### src/rtl/rstmgr_multi.sv
// Multi-domain reset manager: synchronised POR, per-domain stretched release
// chained in domain order, and a sticky reset-cause register.
//
// state | meaning
// Hold  | domain held in reset, waiting for request low and parent in Run
// Wait  | stretch counter running before release
// Run   | domain out of reset
module rstmgr_multi #(
  parameter int unsigned           NumDomains    = 3,
  parameter int unsigned           StretchCycles = 4,
  parameter int unsigned           SyncStages    = 2,
  parameter logic [NumDomains-1:0] NdmMask       = {NumDomains{1'b1}}
) (
  input  logic                  clk_i,
  input  logic                  rst_ni,
  input  logic                  ndmreset_i,
  input  logic [NumDomains-1:0] sw_rst_req_i,
  input  logic                  cause_clr_i,
  output logic [NumDomains-1:0] rst_no,
  output logic                  rst_done_o,
  output logic [2:0]            rst_cause_o
);

  localparam int unsigned     CntW   = $clog2(StretchCycles + 1);
  localparam logic [CntW-1:0] CntMax = CntW'(StretchCycles - 1);

  typedef enum logic [1:0] {
    StHold = 2'd0,
    StWait = 2'd1,
    StRun  = 2'd2
  } state_e;

  logic [SyncStages-1:0] sync_q;
  logic                  por_ok;
  logic [NumDomains-1:0] req;
  logic [NumDomains-1:0] in_run;
  logic                  done_q;
  logic [2:0]            cause_q;
  logic [2:0]            cause_d;

  always_ff @(posedge clk_i or negedge rst_ni) begin
    if (!rst_ni) begin
      sync_q <= '0;
    end else begin
      sync_q <= {sync_q[SyncStages-2:0], 1'b1};
    end
  end

  assign por_ok = sync_q[SyncStages-1];
  assign req    = {NumDomains{~por_ok}}
                | ({NumDomains{ndmreset_i}} & NdmMask)
                | sw_rst_req_i;

  for (genvar i = 0; i < NumDomains; i++) begin : g_dom
    state_e          state_q;
    logic [CntW-1:0] cnt_q;
    logic            run_q;
    logic            parent_run;

    if (i == 0) begin : g_first
      assign parent_run = 1'b1;
    end else begin : g_chain
      assign parent_run = in_run[i-1];
    end

    // A parent dropping out of Run only matters before the child reaches Run.
    always_ff @(posedge clk_i or negedge rst_ni) begin
      if (!rst_ni) begin
        state_q <= StHold;
        cnt_q   <= '0;
        run_q   <= 1'b0;
      end else begin
        case (state_q)
          StHold: begin
            if (!req[i] && parent_run) begin
              state_q <= StWait;
              cnt_q   <= '0;
            end
          end
          StWait: begin
            if (req[i] || !parent_run) begin
              state_q <= StHold;
            end else if (cnt_q == CntMax) begin
              state_q <= StRun;
              run_q   <= 1'b1;
            end else begin
              cnt_q <= cnt_q + CntW'(1);
            end
          end
          StRun: begin
            if (req[i]) begin
              state_q <= StHold;
              run_q   <= 1'b0;
            end
          end
          default: begin
            state_q <= StHold;
            run_q   <= 1'b0;
          end
        endcase
      end
    end

    assign in_run[i] = (state_q == StRun);
    assign rst_no[i] = run_q;
  end

  // Set wins over clear; the por bit is only ever set by rst_ni itself.
  assign cause_d = (cause_q & {3{~cause_clr_i}})
                 | {|sw_rst_req_i, ndmreset_i & (|NdmMask), 1'b0};

  always_ff @(posedge clk_i or negedge rst_ni) begin
    if (!rst_ni) begin
      done_q  <= 1'b0;
      cause_q <= 3'b001;
    end else begin
      done_q  <= &in_run;
      cause_q <= cause_d;
    end
  end

  assign rst_done_o  = done_q;
  assign rst_cause_o = cause_q;

endmodule

### config.mk
export PLATFORM = sky130hd
export DESIGN_NAME = rstmgr_multi
export DESIGN_NICKNAME = d
export VERILOG_FILES = /design/src/rtl/rstmgr_multi.sv
export SDC_FILE = /design/constraint.sdc
export NUM_CORES = 1
export LEC_CHECK = 0
export BUFFER_PORTS_ARGS = -buffer_cell sky130_fd_sc_hd__buf_2
export CORE_ASPECT_RATIO = 1.5
export CORE_MARGIN = 2
export CORE_UTILIZATION = 33
export DETAILED_ROUTE_END_ITERATION = 10
export GPL_TIMING_DRIVEN = 0
export HOLD_SLACK_MARGIN = 0.1
export PLACE_DENSITY = 0.61
export SYNTH_ARGS = -nofsm -noshare
export SYNTH_HDL_FRONTEND = slang
export SYNTH_SLANG_ARGS = --single-unit
### constraint.sdc
create_clock -name clk_i -period 5.9 [get_ports clk_i]
set_clock_uncertainty 0.2 [all_clocks]
set_input_delay 0.59 -clock clk_i [delete_from_list [all_inputs] [get_ports clk_i]]
set_output_delay 0.59 -clock clk_i [all_outputs]
set_load 0.005 [all_outputs]
* After elaboration in Yosys (flattened, before gate mapping) *
Index checks and enable logic that the tools add are counted.

word-level totals
  word-level logic and storage cells = 115
  register bits after elaboration = 24
  output and inout port bits = 7
  input port bits = 7

cells by class
  bitwise logic cells = 9
  reduce and logical (&&, ||, !) cells = 25
  $add $sub $neg = 3
  equal/unequal tests = 27
  mux-type cells = 39

operators with widths
  operator                                                         number
  2-bit != test, second input constant                             15
  3-bit 2-to-1 mux                                                 9
  2-bit 2-to-1 mux                                                 12
  4-bit AND reduction                                              6
  2-bit case mux with 3 select lines                               3
  3-bit case mux with 2 select lines                               3
  3-bit AND reduction                                              4
  3-bit by 1-bit adder with 3-bit output, second input constant    3
  3-bit by 2-bit == test with 1-bit output, second input constant  3
  1-bit 2-to-1 mux                                                 9
  3-bit != test, second input constant                             3
  3-bit OR                                                         3
  1-bit case mux with 3 select lines                               3
  2-bit by 1-bit == test with 1-bit output, second input constant  3
  2-bit == test, second input constant                             3
  2-bit zero test                                                  3
  2-bit nonzero test                                               3
  1-bit inverter                                                   5
  1-bit zero test                                                  4
  3-bit AND                                                        1
  3-bit OR reduction                                               1
  1-bit logical AND                                                2
  1-bit logical OR                                                 2

* Longest topological paths before layout *
  word-level depth = 7
  mapped depth = 6
  gate-level depth less buffers = 5

* Worst setup path after synthesis *
OpenSTA, ideal clock, no wires.

  path type = input -> register
  from = input ndmreset_i
  to = register g_dom[0].cnt_q[0]
  path slack = 3.821 ns
  cell stages on the path = 4
  buffers on the path = 1
  setup time = 0.125 ns
  arrival = 1.754 ns
  path through = or3b_4 or3b_1 buf_6 mux2_4

on the way
  longest elaborated chain between the ends = 4

ends and longest elaborated chain
  what                                    RTL line  source
  start: declaration                      16        input logic ndmreset_i,
  3-bit OR *                              51        | ({NumDomains{ndmreset_i}} & NdmMask)
  3-bit OR *                              52        | sw_rst_req_i;
  2-bit != test (no source line)          --
  4-bit AND reduction (no source line) *  --
  end signal: assignment                  87        cnt_q <= cnt_q + CntW'(1);
  end: declaration                        56        logic [CntW-1:0] cnt_q;

Every way passes the cells marked *; elsewhere a longest branch is shown, timed or not.
A chain may end at the register's enable or synchronous reset.

* Worst setup path after layout *
Ends and elaborated chain as after synthesis.

==> metrics.csv <==
stage;metric;value;unit
pwr;Leak;0.596;nW
worst_setup_path;Worst Path Required;5.85;ns
grt;initial antenna violation count;0;
worst_setup_path;Reg-to-Reg Start;g_dom[0].cnt_q[0]$_DFFE_PN0P_;
worst_setup_path;worst stage delay on the critical path;0.41;ns
finish;Final Core Density;39.9;%
worst_setup_path;crit-path max FO;5;
finish;design area;1360;sq um
run;Max-Cap Viols;0;
placed_design;global placer's final weighted congestion;0.672;
worst_setup_path;worst flop-to-flop path endpoint;g_dom[0].cnt_q[0]$_DFFE_PN0P_;
die;die footprint;4110;sq um
logic_synthesis;Seq cells post-synth;24;
timing;Slew Viols, Final;0;
finish;area grow syn2layout;14.5;%
timing;Final setup viols;0;
logic_synthesis;area fraction of the dominant cell type after synthesis;48.4;%
worst_setup_path;crit-path leading delay family;simple AND/OR/NAND/NOR gates;
finish;Nets;139;
logic_synthesis;synth top area cells;dfrtp_1 (48%), ha_1 (6.3%), or3b_2 (3.7%), nand2_1 (3.5%), inv_1 (2.8%);
worst_setup_path;CP endpoint kind;flop;
die;Top Ports;14;
grt;global-route usage over all layers;11.5;%
finish;multi-input logic area;514;sq um
pwr;power density over the cells;214;nW/um^2
logic_synthesis;cells after synthesis;108;
logic_synthesis;synth unique cells;35;
logic_synthesis;warnings from Yosys;0;
logic_synthesis;largest area contributor in the netlist;dfrtp_1;
clock_network;CTS Buf Count;3;
logic_synthesis;Most used DFF post-synth;dfrtp_1;
grt;M2 GR Usage;19.9;%
logic_synthesis;post-synthesis cell area;1190;sq um
die;Vert. Die Dim;77.5;microns
logic_synthesis;async set or reset register ratio after synthesis;100;%
clock_network;# H-tree levels;1;
timing;slew margin rel.;64.4;%
finish;sequential cell area;602;sq um
clock_network;Clock Sinks;24;
drt;Vias;843;
logic_synthesis;Post-synth EDFFs;0;
grt;met3 Use GR;1.73;%
die;Initial Util;34.8;%
worst_setup_path;worst-case reg-to-reg path depth;6;
worst_setup_path;slowest stage cell on the critical path;or3b_4;
logic_synthesis;Mapped Nets;121;
clock_network;Max Buffers Root-to-Sink;2;
drt;final WL;2.06;mm
worst_setup_path;Worst path depth;5;
drt;Pre-Repair DR Iteration Count;4;
grt;grt met1 use;13.3;%
worst_setup_path;CP Class;primary input to flop;
worst_setup_path;Cell Chain, Critical Path;buf_2 -> or3b_4 -> or3b_1 -> buf_6 -> mux2_4;
drt;ANT nets after route;0;
worst_setup_path;Reg2Reg Setup Slack;3.93;ns
timing;TNS Setup;0;ns
clock_network;Reg clk slew, reported paths;0.08;ns
finish;Ant. Diodes;0;
worst_setup_path;CP Launch Type;primary input;
timing;RSZ-0062 raised after global routing;false;
timing;Final min period;1.97;ns
logic_synthesis;sequential area share after synthesis;50.6;%
grt;GR Overflow Total;0;
finish;# fillers;354;
worst_setup_path;WP buf/inv;2;
timing;Hold Fails Final Rpt;0;
clock_network;CTS tree;built;
drt;wire per inst;12.3;microns
clock_network;CTS resizes;0;
clock_network;worst-skew pair later-pin latency;0.26;ns
clock_network;hold buffer count at CTS;0;
pwr;VDD IR-drop max;0.0000980;V
die;core area;3420;sq um
timing;Tcrit/Tclk final;33.4;%
drt;Via density;5.05;
placed_design;placed cell area;1310;sq um
hold_path;Worst Hold Class;primary input to asynchronous set/reset pin;
grt;largest net degree at the start of global routing;25;
worst_setup_path;Setup crit end;g_dom[0].cnt_q[0]$_DFFE_PN0P_;
grt;first-pass GRT wire length;3.61;mm
timing;fmax;508;MHz
grt;vias in the first global route;841;
die;die width;53;microns
clock_network;Root Buffer;clkbuf_8;
die;num rows;26;
placed_design;half-perimeter wire length after placement;1.55;mm
clock_network;post-CTS setup-driven buffer insertion count;0;
drt;number of DRC markers in iteration 0;21;
worst_setup_path;origin of the worst setup path;ndmreset_i;
grt;Most Crowded Layer GR;met2;
worst_setup_path;critical path arrival;1.92;ns
drt;# DRC;0;
logic_synthesis;synthesized area per cell;11.0;sq um
finish;layout cells sized above 1;26.4;%
finish;Final Non-Filler Cells;167;
timing;Worst-Margin Slew;0.534;ns
placed_design;Inst Count DP;163;
placed_design;# port buffers;13;
status;status;finished, final reports clean;
logic make-up (layout without fill, tap and decap cells):
| family | after synthesis | count (layout) | synth area share, % |
|---|---|---|---|
| buf+inv | 14 | 31 | 6.10 |
| simple gates | 37 | 37 | 18.6 |
| compound gates | 23 | 23 | 15.1 |
| flops | 24 | 24 | 50.6 |
| mux | 3 | 3 | 2.95 |
| other cells | 1 | 1 | 0.315 |
| fa+ha+maj | 6 | 6 | 6.32 |
final cells by class:
cell class                      count  area share [%]
Buffer                              5            2.85
Clock buffer                        4            4.04
Inverter                            9            2.48
Multi-Input combinational cell     70            37.8
Sequential cell                    24            44.2
Tap cell                           42            3.86
Timing Repair Buffer               13            4.78
cells in the mapped netlist (2+ instances only):
cell and count:
a22o_1 2, and2_1 3, buf_4 3, dfrtp_1 23
ha_1 6, inv_1 9, mux2i_1 2, nand2_1 11
nand2b_1 5, nor2_1 4, nor2b_1 3, o211ai_1 2
o21a_1 2, o21ai_0 5, o32ai_1 3, o41ai_1 2
or3b_2 5
placed cells by master (no fill, tap or decap), types with 2 or more instances in the layout:
cell      instances
nor2_1            4
o21ai_0           5
clkbuf_8          4
inv_1             9
ha_1              6
buf_2            14
and2_1            3
a22o_1            2
mux2i_1           2
nor2b_1           3
o32ai_1           3
or3b_2            5
o41ai_1           2
nand2_1          11
nand2b_1          5
o21a_1            2
o211ai_1          2
buf_4             3
dfrtp_1          23
registers in the layout (all words and copies together), names as in the netlist:
name           count
sync_q             2
g_dom.run_q        3
rst_cause_o        3
g_dom.state_q      6
rst_done_o         1
g_dom.cnt_q        9
metrics by stage:
stage / setup slack, ns / hold slack (ns) / total power [mW]
floorplan: 3.82 / 0.0944 / 0.179
global placement: 3.65 / 0.131 / 0.186
detailed placement: 3.65 / 0.136 / 0.187
CTS: 3.92 / 0.118 / 0.299
global route: 3.84 / 0.138 / 0.307
finish: 3.93 / 0.100 / 0.292
report_power, final:
| part | internal, mW | total (mW) | switching (mW) |
|---|---|---|---|
| combinational | 0.00644 | 0.0142 | 0.00776 |
| clock | 0.0595 | 0.108 | 0.0490 |
| sequential | 0.167 | 0.169 | 0.00186 |
| total | 0.233 | 0.292 | 0.0586 |
metal layers:
| metal | wire length (microns) | share of wire [%] | up-vias |
|---|---|---|---|
| li1 | - | - | 414 |
| met1 | 901 | 44 | 415 |
| met2 | 1090 | 53 | 12 |
| met3 | 54 | 2.6 | 2 |
| met4 | 17 | 0.83 | 0 |
| met5 | 0 | 0 | - |
worst min-delay path by stage:
stage                                   start                       endpoint  slack (ns)  cells past startpoint
final                                  rst_ni  g_dom[1].cnt_q[0]$_DFFE_PN0P_        0.10                      1
after global placement    sync_q[0]$_DFF_PN0_            sync_q[1]$_DFF_PN0_        0.13                      0
after CTS                              rst_ni  g_dom[0].cnt_q[0]$_DFFE_PN0P_        0.12                      1
after detailed placement  sync_q[0]$_DFF_PN0_            sync_q[1]$_DFF_PN0_        0.14                      0
after floorplan                        rst_ni  g_dom[0].cnt_q[0]$_DFFE_PN0P_        0.09                      0
after global routing                   rst_ni  g_dom[0].cnt_q[0]$_DFFE_PN0P_        0.14                      1
(Power assumes the default switching activity.)
